$ cat src/rtl/autenticacao_requisitante.sv
// autenticacao_requisitante
//   Initiator side of the credential-authentication path. A code is shifted in
//   serially (A first, F last) and presented in parallel to the external
//   comparator. After the comparator has settled, its AUT1..AUT3 flags are
//   sampled and a grant or deny pulse is issued. Consecutive failures are
//   counted, and reaching MAX_TRIES starts a timed lockout.
//
//   Optional feature macro: AUT_TIMEOUT_EN
//     When defined, a partial entry that sits idle for TIMEOUT_CYCLES cycles
//     is discarded. When undefined, a partial entry is held indefinitely.
//
// Ports
//   clk        in   1       clock, rising edge
//   rst_n      in   1       asynchronous active-low reset
//   bit_in     in   1       serial code bit
//   bit_valid  in   1       bit_in valid (COLLECT only)
//   abort      in   1       discard partial entry (COLLECT only)
//   aut_in     in   3       {AUT1,AUT2,AUT3} from comparator
//   code_out   out  CODE_W  parallel code {A..F}
//   code_valid out  1       code_out under evaluation
//   grant      out  1       access granted pulse (HOLD_CYCLES)
//   deny       out  1       access denied pulse (HOLD_CYCLES)
//   user_id    out  2       matched comparator slot while grant is high
//   locked     out  1       lockout active
//   fail_cnt   out  4       consecutive failures
//   bit_cnt    out  3       bits collected in current entry
//
// state      | meaning
// -----------+----------------------------------------------------------
// ST_COLLECT | shifting in code bits; abort / idle timeout clear entry
// ST_EVAL    | code frozen, waiting EVAL_WAIT cycles for comparator
// ST_GRANT   | grant pulse, user_id valid
// ST_DENY    | deny pulse; may lead into lockout
// ST_LOCKOUT | all input ignored for LOCK_CYCLES

module autenticacao_requisitante #(
  parameter int CODE_W         = 6,
  parameter int EVAL_WAIT      = 2,
  parameter int HOLD_CYCLES    = 50,
  parameter int MAX_TRIES      = 3,
  parameter int LOCK_CYCLES    = 1000,
  parameter int TIMEOUT_CYCLES = 200
) (
  input  logic              clk,
  input  logic              rst_n,
  input  logic              bit_in,
  input  logic              bit_valid,
  input  logic              abort,
  input  logic [2:0]        aut_in,
  output logic [CODE_W-1:0] code_out,
  output logic              code_valid,
  output logic              grant,
  output logic              deny,
  output logic [1:0]        user_id,
  output logic              locked,
  output logic [3:0]        fail_cnt,
  output logic [2:0]        bit_cnt
);

  localparam int MAX_A = (HOLD_CYCLES > LOCK_CYCLES) ? HOLD_CYCLES : LOCK_CYCLES;
  localparam int MAX_B = (MAX_A > EVAL_WAIT) ? MAX_A : EVAL_WAIT;
`ifdef AUT_TIMEOUT_EN
  localparam int TMR_MAX = (MAX_B > TIMEOUT_CYCLES) ? MAX_B : TIMEOUT_CYCLES;
`else
  localparam int TMR_MAX = MAX_B;
`endif
  localparam int TMR_W = $clog2(TMR_MAX + 1);

  typedef enum logic [2:0] {
    ST_COLLECT,
    ST_EVAL,
    ST_GRANT,
    ST_DENY,
    ST_LOCKOUT
  } state_t;

  state_t           state_q, state_d;
  logic [TMR_W-1:0] tmr_q;
  logic [TMR_W-1:0] tmr_val;
  logic             tmr_load;
  logic             tmr_done;
  logic             shift_en;
  logic             last_bit;
  logic             clr_entry;
  logic             clr_code;
  logic             fail_inc;
  logic             fail_clr;
  logic [1:0]       uid_sel;

  assign tmr_done = (tmr_q == '0);
  assign last_bit = (bit_cnt == 3'(CODE_W - 1));

  // AUT1 sits in the MSB and has the highest priority.
  always_comb begin
    uid_sel = 2'd0;
    if (aut_in[2])      uid_sel = 2'd1;
    else if (aut_in[1]) uid_sel = 2'd2;
    else if (aut_in[0]) uid_sel = 2'd3;
  end

  always_ff @(posedge clk or negedge rst_n) begin
    if (!rst_n) state_q <= ST_COLLECT;
    else        state_q <= state_d;
  end

  // One down-counter times every state; it is reloaded on each state entry
  // and the state ends when it reaches zero.
  always_comb begin
    state_d   = state_q;
    tmr_load  = 1'b0;
    tmr_val   = '0;
    shift_en  = 1'b0;
    clr_entry = 1'b0;
    clr_code  = 1'b0;
    fail_inc  = 1'b0;
    fail_clr  = 1'b0;
    case (state_q)
      ST_COLLECT: begin
        if (abort) begin
          clr_entry = 1'b1;
        end else if (bit_valid) begin
          shift_en = 1'b1;
          if (last_bit) begin
            state_d  = ST_EVAL;
            tmr_load = 1'b1;
            tmr_val  = TMR_W'(EVAL_WAIT - 1);
          end
`ifdef AUT_TIMEOUT_EN
          else begin
            // In COLLECT the timer doubles as the inter-bit idle counter.
            tmr_load = 1'b1;
            tmr_val  = TMR_W'(TIMEOUT_CYCLES - 1);
          end
        end else if (bit_cnt != '0 && tmr_done) begin
          clr_entry = 1'b1;
`endif
        end
      end
      ST_EVAL: begin
        if (tmr_done) begin
          tmr_load = 1'b1;
          tmr_val  = TMR_W'(HOLD_CYCLES - 1);
          if (aut_in != 3'b000) begin
            state_d  = ST_GRANT;
            fail_clr = 1'b1;
          end else begin
            state_d  = ST_DENY;
            fail_inc = 1'b1;
          end
        end
      end
      ST_GRANT: begin
        if (tmr_done) begin
          state_d  = ST_COLLECT;
          clr_code = 1'b1;
        end
      end
      ST_DENY: begin
        if (tmr_done) begin
          clr_code = 1'b1;
          if (fail_cnt == 4'(MAX_TRIES)) begin
            state_d  = ST_LOCKOUT;
            tmr_load = 1'b1;
            tmr_val  = TMR_W'(LOCK_CYCLES - 1);
          end else begin
            state_d = ST_COLLECT;
          end
        end
      end
      ST_LOCKOUT: begin
        if (tmr_done) begin
          state_d  = ST_COLLECT;
          fail_clr = 1'b1;
        end
      end
      default: state_d = ST_COLLECT;
    endcase
  end

  always_ff @(posedge clk or negedge rst_n) begin
    if (!rst_n) begin
      tmr_q      <= '0;
      code_out   <= '0;
      bit_cnt    <= '0;
      fail_cnt   <= '0;
      code_valid <= 1'b0;
      grant      <= 1'b0;
      deny       <= 1'b0;
      locked     <= 1'b0;
      user_id    <= 2'd0;
    end else begin
      if (tmr_load)      tmr_q <= tmr_val;
      else if (!tmr_done) tmr_q <= tmr_q - TMR_W'(1);

      if (clr_entry || clr_code) code_out <= '0;
      else if (shift_en)         code_out <= {code_out[CODE_W-2:0], bit_in};

      if (clr_entry || (shift_en && last_bit)) bit_cnt <= '0;
      else if (shift_en)                       bit_cnt <= bit_cnt + 3'd1;

      if (fail_clr)                                      fail_cnt <= '0;
      else if (fail_inc && fail_cnt != 4'(MAX_TRIES))    fail_cnt <= fail_cnt + 4'd1;

      code_valid <= (state_d == ST_EVAL);
      grant      <= (state_d == ST_GRANT);
      deny       <= (state_d == ST_DENY);
      locked     <= (state_d == ST_LOCKOUT);

      // user_id is captured on the EVAL->GRANT edge and held for the pulse.
      if (state_d != ST_GRANT)   user_id <= 2'd0;
      else if (state_q == ST_EVAL) user_id <= uid_sel;
    end
  end

endmodule

$ cat config.mk
export PLATFORM = sky130hd
export DESIGN_NAME = autenticacao_requisitante
export DESIGN_NICKNAME = d
export VERILOG_FILES = /design/src/rtl/autenticacao_requisitante.sv
export SDC_FILE = /design/constraint.sdc
export NUM_CORES = 1
export LEC_CHECK = 0
export CORE_UTILIZATION = 60
export CTS_CLUSTER_SIZE = 20
export DETAILED_ROUTE_END_ITERATION = 8
export DONT_BUFFER_PORTS = 1
export GPL_ROUTABILITY_DRIVEN = 0
export HOLD_SLACK_MARGIN = 0.02
export PLACE_DENSITY = 0.79
export SLEW_MARGIN = 25
export SYNTH_ARGS = -nofsm -noshare
export SYNTH_HDL_FRONTEND = slang
export SYNTH_SLANG_ARGS = --single-unit
$ cat constraint.sdc
create_clock -name clk -period 3.4 [get_ports clk]
set_clock_uncertainty 0.05 [all_clocks]
set_input_delay 0.34 -clock clk [delete_from_list [all_inputs] [get_ports clk]]
set_output_delay 0.34 -clock clk [all_outputs]
set_load 0.01 [all_outputs]
==> impl_metrics.tcl, run 1 <==
set metrics [dict create \
    status "finished, final reports clean" \
    drt_wl_total_um 3170 \
    relSlewSlack 0.483 \
    grt_max_degree 33 \
    antenna_found_initial 0 \
    ys.warnings.count 0 \
    drc 0 \
    nets 186 \
    vias 1301 \
    worst_pin_slew_ns 0.769 \
    rsz0062_at_grt "false" \
    ys_seq_area_frac 0.497 \
    avgViaCountPerCell 6.38 \
    clock_path_buffers 2 \
    die_x_um 53.8 \
    track_usage 0.246 \
    drv_cap 0 \
    num_io_pins 27 \
    die_y_um 53.8 \
    wl_per_cell_um 15.5 \
    synth_cells 169 \
    hp-start "abort" \
    cts_buffers 5 \
    fin_tns_setup_ns 0 \
    rr_endpoint "fail_cnt[3]$_DFFE_PN0P_" \
    dp_hpwl_um 2210 \
    clkLatencyLatePin_ns 0.33 \
    grt_pass1_wl_um 4940 \
    initial_utilization 0.645 \
    finalCriticalPeriod_ns 2.64 \
    hold_path.class "in2reg" \
    grt_overflow 0 \
    worst_ep_required_time_ns 3.61 \
    peakVddDrop_uv 385 \
    startpoint_type "flip-flop" \
    antenna_left 0 \
    cts_root_buf "clkbuf_4" \
    p_leak_uw 0.000707 \
    row_count 18 \
    slew_viol_final 0 \
    fmax_mhz 379 \
    hold_viol_final 0 \
    area_growth_pct 8.07 \
    end_kind "flip-flop" \
    worst_slack_ns 0.761 \
    cp-startpoint "tmr_q[0]$_DFFE_PN0P_" \
    reg2regPathDepth 6 \
    avgSynthCellArea_um2 9.54 \
    cp_max_fo 8 \
    crit_path_end "fail_cnt[3]$_DFFE_PN0P_" \
    dieArea_mm2 0.00290 \
    ys_ff_latch 32 \
    firstDrtPassIters 4 \
    syn_area_mm2 0.00161 \
    path_clk_slew_ns 0.10 \
    drive_gt1_frac 0.0747 \
    ys_types 37 \
    cts_tree "yes" \
    clock_sinks 32 \
    htree_levels 2 \
    drt_iter0_drc 21 \
    dp_slack_ns 0.784 \
    pwr_density_cell_mw_per_mm2 532 \
    crit_type "reg2reg" \
    io_buffers 0 \
    n_antenna_cell 0 \
    grt_pass1_vias 1136 \
    synth_nets 182 \
    r2r-start "tmr_q[0]$_DFFE_PN0P_" \
    r2r_slack_ns 0.76 \
    finalCritPeriodShare 0.776 \
    cp_data_arrival_time_ns 2.85 \
    core_area_mm2 0.00250 \
    setup_violations 0 \
]
[logic make-up (layout without fill, tap and decap cells)]
family	count (synthesis)	after routing	synth area share
compound gates	41	41	0.150
xor+xnor	6	6	0.0326
fa+ha+maj	5	5	0.0388
buf+inv	13	18	0.0318
flops	32	32	0.497
mux	2	2	0.0124
simple gates	70	70	0.238
[critical path, cell delays in order (launching register included)]
cell and delay (ns):
dfrtp_1 0.38, inv_1 0.11, ha_1 0.16, or4b_1 0.51
or4_1 0.66, or4_1 0.54, a21oi_1 0.16
[cells in the mapped netlist, drive strengths merged]
cell type  instances  area share
o21a               1      0.0047
nand2b             3       0.012
nor3               8       0.025
a32o               1      0.0062
nor3b              2      0.0093
mux2i              2       0.012
o31ai              3       0.014
xnor2              6       0.033
o311ai             1      0.0054
nand2             14       0.033
a221o              1      0.0062
o211ai             1      0.0047
buf                3      0.0085
dfrtp             32        0.50
ha                 5       0.039
or4b               1      0.0062
and3               1      0.0039
nor2               6       0.014
nor2b              7       0.027
or3                4       0.016
inv                6       0.014
o21ai             15       0.047
or2                1      0.0039
or4                3       0.014
a2111oi            1      0.0054
nor4b              1      0.0054
nor4               4       0.016
or3b               1      0.0054
a22o               1      0.0054
a21boi             1      0.0047
a21oi             15       0.047
nand4              3       0.012
clkbuf             4      0.0093
nand3             10       0.031
nand4b             1      0.0054
[cell type report]
class	instances	area (µm²)
clock inverters	2	35.0
multi-input cells	124	761
well taps	30	37.5
repair buffers	4	45.0
clock buffers	6	41.3
flip-flops and latches	32	801
inverters	6	22.5
fillers	189	757
[through the flow]
stage               cell area (µm²)   util  power [µW]  instances  hold WS, ns
floorplan                      1610      -         610        169     -0.00559
global placement               1640  0.655         631        194     -0.00491
detailed placement             1640  0.655         644        194     -0.00499
CTS                            1740  0.697         932        204       0.0813
global route                   1740  0.697         979        204       0.0770
finish                         1740  0.697         928        204       0.0858
[registers in the layout, summed over array words and instances (netlist names)]
signal and cells:
bit_cnt 3, code_out 6, code_valid 1, deny 1, fail_cnt 4, grant 1, locked 1, state_q 3
tmr_q 10, user_id 2
[cells in the final DEF, fill, tap and decap left out, drive strengths merged, types with 2 or more instances in the layout]
master and count:
nand2b 3, buf 3, clkbuf 6, o21ai 15
nor3 8, nor2b 7, ha 5, a21oi 15
or4 3, nand3 10, or3 4, inv 6
dfrtp 32, nand4 3, nor2 6, mux2i 2
o31ai 3, nand2 14, nor3b 2, xnor2 6
nor4 4
[worst min path at each step]
stage	to	slack, ns	cells after the start
2_1_floorplan	bit_cnt[0]$_DFFE_PN0P_	-0.006	0
3_3_place_gp	tmr_q[6]$_DFFE_PN0P_	-0.005	0
3_5_place_dp	tmr_q[6]$_DFFE_PN0P_	-0.005	0
4_1_cts	bit_cnt[0]$_DFFE_PN0P_	0.08	1
5_1_grt	code_out[0]$_DFFE_PN0P_	0.08	2
6_report	bit_cnt[0]$_DFFE_PN0P_	0.09	1
[report_power, final]
group          switching, µW  total [µW]  internal (µW)
combinational           71.8         150           78.0
sequential              62.9         496            433
clock                    127         281            154
[routing by layer]
metal | global-route usage | routed length, µm
met5 | 0 | 0
met4 | 0.110 | 31
met3 | 0.0678 | 121
met2 | 0.389 | 1530
met1 | 0.310 | 1490
[what timing repair did]
action,in CTS,in global routing
hold buffers,2,0
hold endpoints to repair,32,0
setup buffers,0,0
gates resized for setup,0,0
No activity file was read; power rests on OpenSTA's default activity.
==> run 2: changes to the inputs <==
Settings changed: CORE_UTILIZATION 60 to 55, PLACE_DENSITY 0.79 to 0.76.
Clock period 3.4 ns to 2.35 ns, I/O delays scaled along.
==> run 2 against run 1 <==
Effect of this change:
- power increased by 50%
- highest routed layer unchanged
- worst setup slack got worse by 0.74 ns
- non-clock buffer count increased by 13
- core utilization decreased by 1.7 points
- flip-flop and latch count unchanged
- cell area increased by 7.6%
==> impl_metrics.tcl, run 2 (synthesis results as in run 1) <==
set metrics [dict create \
    clkLatencyLatePin_ns 0.35 \
    dieArea_mm2 0.00315 \
    drc 0 \
    dpl_cell_area_mm2 0.00171 \
    track_usage 0.259 \
    cp-startpoint "tmr_q[1]$_DFFE_PN0P_" \
    cp.buffers_inverters 1 \
    worst_pin_slew_ns 0.489 \
    hold_path.class "in2reg" \
    end_kind "flip-flop" \
    die_y_um 56.2 \
    cp_max_fo 5 \
    peakVddDrop_uv 598 \
    initial_utilization 0.585 \
    rr_endpoint "fail_cnt[3]$_DFFE_PN0P_" \
    row_count 19 \
    nets 199 \
    final_area_mm2 0.00188 \
    n_antenna_cell 0 \
    fmax_mhz 429 \
    cts_buffers 5 \
    status "finished, final reports clean" \
    clock_sinks 32 \
    htree_levels 2 \
    rsz0062_at_grt "true" \
    finalCriticalPeriod_ns 2.33 \
    path_clk_slew_ns 0.11 \
    busiest_layer "met2" \
    antenna_left 0 \
    multi_input_area_um2 790 \
    cts_tree "yes" \
    grt_pass1_vias 1447 \
    reg2regPathDepth 6 \
    firstDrtPassIters 4 \
    startpoint_type "flip-flop" \
    num-fill-cells 217 \
    core_area_mm2 0.00276 \
    cp_common_cell "or4_4" \
    hp-start "abort" \
    mostFrequentLayoutCell "dfrtp_1" \
    drive_gt1_frac 0.166 \
    hold-worst-slack_ns 0.0574 \
    critPathMaxStageDelay_ns 0.50 \
    r2r_slack_ns 0.02 \
    clock_path_buffers 2 \
    num_io_pins 27 \
    cp_data_arrival_time_ns 2.56 \
    final_cell_mix "dfrtp_1 (32), o21ai_0 (15), nand2_1 (14), a21oi_1 (14), buf_4 (13)" \
    dp_hpwl_um 2470 \
    cts_root_buf "clkbuf_4" \
    final-seq-area_um2 801 \
    area_growth_pct 16.3 \
    grt_use_met1 0.314 \
    vias 1402 \
    r2r-start "tmr_q[1]$_DFFE_PN0P_" \
    wl_per_cell_um 16.8 \
    hold_path_end "bit_cnt[2]$_DFFE_PN0P_" \
    io_buffers 0 \
    drt_wl_total_um 3660 \
    grt_pass1_wl_um 6250 \
    p_leak_uw 0.000775 \
    drv_cap 0 \
    finalCritPeriodShare 0.993 \
    grt_overflow 0 \
    antenna_found_initial 0 \
    setup_violations 0 \
    grt_max_degree 33 \
    met3_usage 0.0837 \
    slowest_stage "or4_4" \
    crit_type "reg2reg" \
    drt_iter0_drc 53 \
    post-route-util 0.680 \
    avgViaCountPerCell 6.43 \
    die_x_um 56.2 \
    top_regs "tmr_q: 10 flops, code_out: 6 flops, fail_cnt: 4 flops" \
    use_met2 0.417 \
    path_delay_family "simple AND/OR/NAND/NOR gates" \
    worst_ep_required_time_ns 2.58 \
    pwr_density_cell_mw_per_mm2 743 \
    fin_tns_setup_ns 0 \
    hold_viol_final 0 \
    top_register "tmr_q" \
    cp_cell_sequence "inv_1 > ha_1 > or4b_4 > or4_4 > or4_4 > a21oi_2" \
    largest_reg_flops 10 \
    relSlewSlack 0.673 \
    slew_viol_final 0 \
    worstHoldPathCells 3 \
]
-- run 2: cell count changes in the layout (fill, tap and decap cells not counted), sizes merged --
cell	delta
dlygate4sd3	+2
buf	+11
-- run 2: worst min-delay path, stage by stage --
cell and delay [ns]:
o21ai_0 0.06, nand2_1 0.06, o21ai_0 0.06
-- run 2: stage by stage --
stage,total power [µW],worst slack [ns],std cells
6_report,1390,0.0176,218
5_1_grt,1460,-0.0445,218
4_1_cts,1400,0.0127,218
3_5_place_dp,962,-0.0612,204
3_3_place_gp,935,0.0482,204
2_1_floorplan,890,-0.0126,169
-- run 2: layer usage --
metal | vias to the layer above | wire length [µm]
met2 | 51 | 1880
li1 | 645 | -
met3 | 9 | 202
met5 | - | 0
met4 | 0 | 86
met1 | 697 | 1500
-- run 2: layout make-up --
cell class              count  share of cell area
clock buffers               6              0.0220
clock inverters             2              0.0187
inverters                   6              0.0120
multi-input cells         124               0.421
flip-flops and latches     32               0.427
well taps                  31              0.0207
repair buffers             17              0.0787
-- run 2: timing repair --
action                                  4_1_cts  5_1_grt
hold endpoints to repair                     34        0
setup buffers                                 2        0
hold buffers                                  4        0
endpoints found under the setup margin        4        4
pin swaps                                     1        0
gates resized for setup                       1        4
-- run 2: how the worst max path moves through the flow --
stage / endpoint / depth (start not counted)
3_3_place_gp: fail_cnt[3]$_DFFE_PN0P_ / 6
2_1_floorplan: fail_cnt[3]$_DFFE_PN0P_ / 6
3_5_place_dp: user_id[0]$_DFFE_PN0P_ / 6
5_1_grt: fail_cnt[3]$_DFFE_PN0P_ / 6
6_report: fail_cnt[3]$_DFFE_PN0P_ / 6
4_1_cts: fail_cnt[3]$_DFFE_PN0P_ / 6
-- run 2: where the power goes --
group	total (µW)	leakage, µW	internal (µW)	switching, µW
sequential	709	0.000399	627	81.9
clock	417	0.0000422	223	195
combinational	266	0.000334	134	132
==> run 3: changes to the inputs <==
Settings changed: TNS_END_PERCENT set to 20.
==> run 3 against run 2 <==
Effect of this change:
- non-clock buffer count decreased by 2
- sequential power about the same
- clock power about the same
==> impl_metrics.tcl, run 3 (synthesis results as in run 1) <==
set metrics [dict create \
    final_area_mm2 0.00186 \
    drv_cap 0 \
    grt_pass1_wl_um 6180 \
    grt_max_degree 33 \
    die_y_um 56.2 \
    p_int_uw 984 \
    dieArea_mm2 0.00315 \
    antenna_found_initial 0 \
    cp_data_arrival_time_ns 2.58 \
    p_comb_frac 0.191 \
    area_growth_pct 15.1 \
    initial_utilization 0.585 \
    drive_gt1_frac 0.151 \
    clkLatencyLatePin_ns 0.35 \
    hold_path.class "in2reg" \
    crit_path_end "fail_cnt[3]$_DFFE_PN0P_" \
    cp-startpoint "tmr_q[1]$_DFFE_PN0P_" \
    top_register "tmr_q" \
    die_x_um 56.2 \
    cts_buffers 5 \
    crit_type "reg2reg" \
    io_buffers 0 \
    wl_per_cell_um 16.6 \
    cts_tree "yes" \
    cts_root_buf "clkbuf_4" \
    row_count 19 \
    r2r-start "tmr_q[1]$_DFFE_PN0P_" \
    htree_levels 2 \
    startpoint_type "flip-flop" \
    worst_ep_required_time_ns 2.58 \
    switching_share 0.294 \
    mostFrequentLayoutCell "dfrtp_1" \
    clock_path_buffers 2 \
    avgViaCountPerCell 6.43 \
    relSlewSlack 0.669 \
    drc 0 \
    reg2regPathDepth 6 \
    final_cell_mix "dfrtp_1 (32), o21ai_0 (15), nand2_1 (14), a21oi_1 (14), buf_4 (11)" \
    drt_iter0_drc 38 \
    drt_wl_total_um 3580 \
    clock_sinks 32 \
    p_leak_uw 0.000766 \
    r2r_slack_ns 0.001 \
    rsz0062_at_grt "true" \
    setup_violations 0 \
    worst_pin_slew_ns 0.495 \
    peakVddDrop_uv 597 \
    top_regs "tmr_q: 10 flops, code_out: 6 flops, fail_cnt: 4 flops" \
    dpl_cell_area_mm2 0.00171 \
    fmax_mhz 426 \
    finalCriticalPeriod_ns 2.35 \
    pwr_density_cell_mw_per_mm2 751 \
    rr_endpoint "fail_cnt[3]$_DFFE_PN0P_" \
    antenna_left 0 \
    slew_viol_final 0 \
    p_clk_frac 0.301 \
    switchingPower_uw 410 \
    grt_pass1_vias 1436 \
    nets 197 \
    vias 1388 \
    firstDrtPassIters 4 \
    num_io_pins 27 \
    core_area_mm2 0.00276 \
    seq_power_share 0.509 \
    grt_overflow 0 \
    largest_reg_flops 10 \
    final_cells 216 \
    hold_viol_final 0 \
    end_kind "flip-flop" \
    dp_hpwl_um 2470 \
    finalCritPeriodShare 1.00 \
    path_clk_slew_ns 0.11 \
    status "finished, final reports clean" \
    n_antenna_cell 0 \
    track_usage 0.257 \
    place_inst 204 \
    cp_max_fo 8 \
]
[run 3: critical path, cell delays in order, from the launching register on]
cell     delay, ns
dfrtp_1       0.41
inv_1         0.09
ha_1          0.15
or4b_4        0.49
or4_4         0.48
or4_4         0.50
a21oi_2       0.12
[run 3: how the worst min path moves through the flow]
stage	endpoint	depth (start not counted)	from
after floorplan	bit_cnt[0]$_DFFE_PN0P_	0	rst_n
after global placement	tmr_q[3]$_DFFE_PN0P_	0	rst_n
after detailed placement	tmr_q[3]$_DFFE_PN0P_	0	rst_n
after CTS	bit_cnt[2]$_DFFE_PN0P_	3	abort
after global routing	bit_cnt[2]$_DFFE_PN0P_	3	abort
final	bit_cnt[2]$_DFFE_PN0P_	3	abort
[run 3: repair_timing]
action,4_1_cts,5_1_grt
hold buffers,4,0
setup endpoints to repair,4,4
resized for setup,1,3
setup buffers,0,0
cloned,0,0
hold endpoints to repair,34,0
pin swaps,1,0
[run 3: power groups by stage]
stage | Clock (µW) | Combinational, µW | Sequential (µW)
6_report | 419 | 266 | 709
5_1_grt | 445 | 296 | 720
4_1_cts | 426 | 264 | 709
3_5_place_dp | 0 | 242 | 720
3_3_place_gp | 0 | 221 | 714
2_1_floorplan | 0 | 182 | 708
[run 3: final cells by class]
cell class / instances / area, µm²
multi-input cells: 124 / 785
well taps: 31 / 38.8
flip-flops and latches: 32 / 801
fillers: 220 / 902
clock inverters: 2 / 35.0
inverters: 6 / 22.5
clock buffers: 6 / 41.3
repair buffers: 15 / 133
[run 3: layer usage]
metal | wire length (µm) | part of all wire | track usage | vias up
met3 | 243 | 0.068 | 0.0837 | 14
met1 | 1500 | 0.42 | 0.313 | 667
met5 | 0 | 0 | 0 | -
li1 | - | - | - | 638
met2 | 1740 | 0.49 | 0.410 | 69
met4 | 89 | 0.025 | 0.125 | 0
[run 3: through the flow]
step | power (µW) | hold slack (ns) | setup slack, ns | TNS [ns] | util
finish | 1390 | 0.0471 | 0.00105 | 0 | 0.673
global route | 1460 | 0.0878 | -0.0611 | -0.105 | 0.673
CTS | 1400 | 0.0469 | -0.00994 | -0.00994 | 0.668
detailed placement | 962 | -0.110 | -0.0612 | -0.111 | 0.621
global placement | 935 | -0.110 | 0.0482 | 0 | 0.621
floorplan | 890 | -0.111 | -0.0126 | -0.0126 | -
==> edit 1: new RTL, settings of run 3 <==
Change the parameter `HOLD_CYCLES` from 50 to 25.
--- a/src/rtl/autenticacao_requisitante.sv
+++ b/src/rtl/autenticacao_requisitante.sv
@@ -38,3 +38,3 @@
   parameter int EVAL_WAIT      = 2,
-  parameter int HOLD_CYCLES    = 50,
+  parameter int HOLD_CYCLES    = 25,
   parameter int MAX_TRIES      = 3,
Function: no difference found for any inputs over 10 cycles, from zero or initial values and one cycle with rst_n low; that may be too few to reach the edited logic, so the function may still have changed.
==> edit 1 against run 3 <==
  * Synthesized area decreased by 1.8%
  * Routed wire length rose by 0.75%
  * Sequential cell count unchanged
  * Clock power down 23%
  * Cell count is 2.8% lower
  * First-iteration DRC count grew 66%
  * Setup slack better by 0.020 ns
  * Combinational power decreased by 34%
  * Fmax is 0.85% higher
  * Global-route usage up 0.47 points
  * Power fell by 17%
  * Design area decreased by 2.3%
==> edit 1: results (changes against run 3) <==
[run_status]
status=complete, no violations

[pwr]
ir_drop_uv=571.0  ; -4.4%
seqPwrFrac_pct=57.1  ; +6.2 points
static-leakage-power_nw=0.7623  ; -0.54%
pg_seq_w=0.000662  ; -6.6%
netSwitchingPower_w=0.0003155  ; -23%
pg_comb_w=0.000176  ; -34%

[worst_hold_path]
hold_start=aut_in[2]
holdPathEnd=user_id[1]
hold_depth=3  ; unchanged

[global_route]
grt_use_total_pct=26.13  ; +0.47 points
met2_usage_pct=43.55  ; +2.6 points
grt_pass1_wl_um=6078  ; -1.6%
grt_use_met3_pct=7.907  ; -0.47 points
use_met1_pct=30.02  ; -1.3 points
grt_pass1_vias=1356  ; -5.6%

[critical_path]
r2r_slack_ns=0.02  ; +0.02 ns
cp_slowest_stage_delay_ns=0.52  ; +0.02 ns
crit_start=tmr_q[0]
cp_data_required_time_ns=2.56  ; -0.02 ns

[placed_design]
place_area_mm2=0.001672  ; -2.4%
dpl.cell_count=196  ; -3.9%
dpl.hpwl_um=2491  ; +1.0%
place_worst_setup_slack_ns=-0.03711  ; +0.02413 ns

[detailed_routing]
wl_met2_um=1845  ; +5.8%
met3_length_um=231  ; -4.9%
routed_wl_um=3606  ; +0.75%
first_iter_violations=63  ; +66%
wl_met1_um=1456  ; -3.0%
wl_per_cell_um=17.17  ; +3.6%

[synth]
synthTopCellsByCount=32 x dfrtp_1, 17 x a21oi_1, 15 x o21ai_0
syn-num-nets=173  ; -4.9%
async_flop_share_pct=100.0  ; unchanged
synth_seq_area_share_pct=50.55  ; +0.90 points
synth_xor_area_share_pct=3.870  ; +0.61 points
synth_area_leaders=dfrtp_1 51%, a21oi_1 5.4%, o21ai_0 4.7%
muxShareOfSynthArea_pct=2.686  ; +1.4 points
synthCells=160  ; -5.3%
synth_cell_types=34  ; -8.1%
synth_compound_area_share_pct=13.90  ; -1.1 points

[sta]
tightest_slew_ns=0.5463  ; +0.05115 ns
holdWs_ns=0.08300  ; +0.03587 ns
fmax_ghz=0.4294  ; +0.85%
finalMaxSlewViolations=0  ; unchanged

[cells_and_area]
fin_nets=191  ; -3.0%
nFillCells=203  ; -7.7%
drive_gt1_share_pct=17.88  ; +2.7 points

[clock_tree]
cts_setup_buffers=2  ; +2
clk_pin_slew_ns=0.09  ; -0.02 ns
cts_root_buffer=clkbuf_4
ctsResizeCount=5  ; +4
cts_max_level=2  ; unchanged
insertion_delay_ns=0.33  ; -0.02 ns

## edit 1: cell types whose count changed in the layout (fill, tap and decap cells not counted), moves of 2 or more
cell and change:
nor4_1 -3, a21oi_1 +2, a31oi_1 +2, and2_1 +2, mux2_2 +2, nand2_1 -2, nand2b_1 -2, nor2b_1 -2
nor4_2 +2
## edit 1: cell type report
cell class | instances | area, um2 | share of cell area [%]
Multi-Input combinational cell | 118 | 759.5 | 41.89
Inverter | 6 | 22.52 | 1.242
Sequential cell | 32 | 800.8 | 44.17
Tap cell | 31 | 38.79 | 2.139
Timing Repair Buffer | 15 | 132.6 | 7.315
Clock buffer | 8 | 58.81 | 3.244
## edit 1: critical path: cells and delay by family (launching register included)
family                   cells  cell delay [ns]
AND/OR/NAND/NOR              3             1.48
flip-flops                   1             0.41
AO/OA/AOI/OAI                1             0.14
adder cells (fa/ha/maj)      1             0.12
buffers and inverters        1             0.07
==> edit 2: new RTL, flow settings as in run 3 <==
Made on the original files. The 5 states of `state_t` get a one-hot encoding in 5 bits.
--- a/src/rtl/autenticacao_requisitante.sv
+++ b/src/rtl/autenticacao_requisitante.sv
@@ -68,8 +68,8 @@
 
-  typedef enum logic [2:0] {
-    ST_COLLECT,
-    ST_EVAL,
-    ST_GRANT,
-    ST_DENY,
-    ST_LOCKOUT
+  typedef enum logic [4:0] {
+    ST_COLLECT = 5'b00001,
+    ST_EVAL    = 5'b00010,
+    ST_GRANT   = 5'b00100,
+    ST_DENY    = 5'b01000,
+    ST_LOCKOUT = 5'b10000
   } state_t;
Formal check against the unedited RTL: same outputs for any inputs over 10 cycles, from zero or initial values and one cycle with rst_n low; not proved beyond that.
==> edit 2 against run 3 <==
  * Setup slack improved by 0.069 ns
  * Synthesized cell count grew 8.9%
  * Design area up 10%
  * Sequential cell count up 2
  * Synthesized area up 9.8%
  * Critical endpoint unchanged
  * Power shrank 1.7%
  * Routed wire length up 6.4%
==> edit 2: results (changes against run 3) <==
[run_status]
status=complete, no violations

[cells_and_area]
clock_area_share_pct=3.127  ; -0.99 points
drive_gt1_share_pct=16.26  ; +1.1 points
largestRegisters=tmr_q: 10 flops, code_out: 6 flops, state_q: 5 flops
multi_input_area_share_pct=42.67  ; +0.39 points
buffers=18  ; +3
fin_nets=215  ; +9.1%
seq_area_um2=852.1  ; +6.4%
bufAreaShareNonClock_pct=7.909  ; +0.76 points
n_all_inverters=10  ; +4
fin_area_mm2=0.002041  ; +10%
nFillCells=261  ; +19%
multi_input_cells=133  ; +7.3%
stdcell_count=247  ; +14%

[clock_tree]
ctsHoldBuffers=5  ; +1
clock_sinks=34  ; +6.3%
cts_max_path_buffers=2  ; unchanged

[pwr]
static-leakage-power_nw=0.8786  ; +15%
power.total_w=0.001371  ; -1.7%
p_clk_share_pct=24.8  ; -5.3 points
p_int_w=0.0009587  ; -2.6%
ir_drop_uv=457.9  ; -23%

[global_route]
grt_pass1_wl_um=6292  ; +1.9%
grt_max_degree=35  ; +6.1%

[critical_path]
cp_slowest_stage_delay_ns=0.56  ; +0.06 ns
r2r_slack_ns=0.07  ; +0.07 ns

[detailed_routing]
wl_per_cell_um=15.42  ; -6.9%
first_iter_violations=64  ; +68%
wl_met1_um=1565  ; +4.3%
wl_met2_um=1999  ; +15%

[synth]
synthCells=184  ; +8.9%
synth_seq_area_share_pct=48.13  ; -1.5 points
syn-num-nets=197  ; +8.2%
synthTopCellsByCount=33 x dfrtp_1, 25 x o21ai_0, 15 x nor2_1
synth_cell_types=38  ; +2.7%
synth_area_leaders=dfrtp_1 47%, o21ai_0 7.1%, ha_1 3.5%

[sta]
tightest_slew_ns=0.4218  ; -0.07339 ns
fmax_ghz=0.4387  ; +3.0%

[placed_design]
dpl.cell_count=232  ; +14%
dpl.hpwl_um=2678  ; +8.6%
place_worst_setup_slack_ns=0.0002867  ; +0.06153 ns

-- edit 2: kinds of logic (layout without fill, tap and decap cells) --
logic type	after synthesis	after routing	synth area share, %
and+or+nand+nor	65	65	20.56
AOI/OAI and AO/OA	48	48	15.97
DFF	34	34	48.13
buffers and inverters	17	36	3.675
muxes	8	8	4.664
xor gates and xnor gates	7	7	3.463
adders and majority gates	5	5	3.534
-- edit 2: layer usage --
layer | vias to the layer above | GRT usage (%)
met4 | 0 | 9.864
li1 | 697 | -
met2 | 41 | 42.53
met1 | 692 | 28.96
met5 | - | 0
met3 | 5 | 8.571
-- edit 2: worst paths after layout --
kind,startpoint,endpoint,depth (start not counted)
worst max register to register,tmr_q[5],fail_cnt[3],4
worst min-delay path,aut_in[2],user_id[0],2
worst min register to register,bit_cnt[2],bit_cnt[2],1
worst max-delay path,tmr_q[5],fail_cnt[3],4
min in group asynchronous,rst_n,tmr_q[2],2
max in group asynchronous,rst_n,state_q[0],2
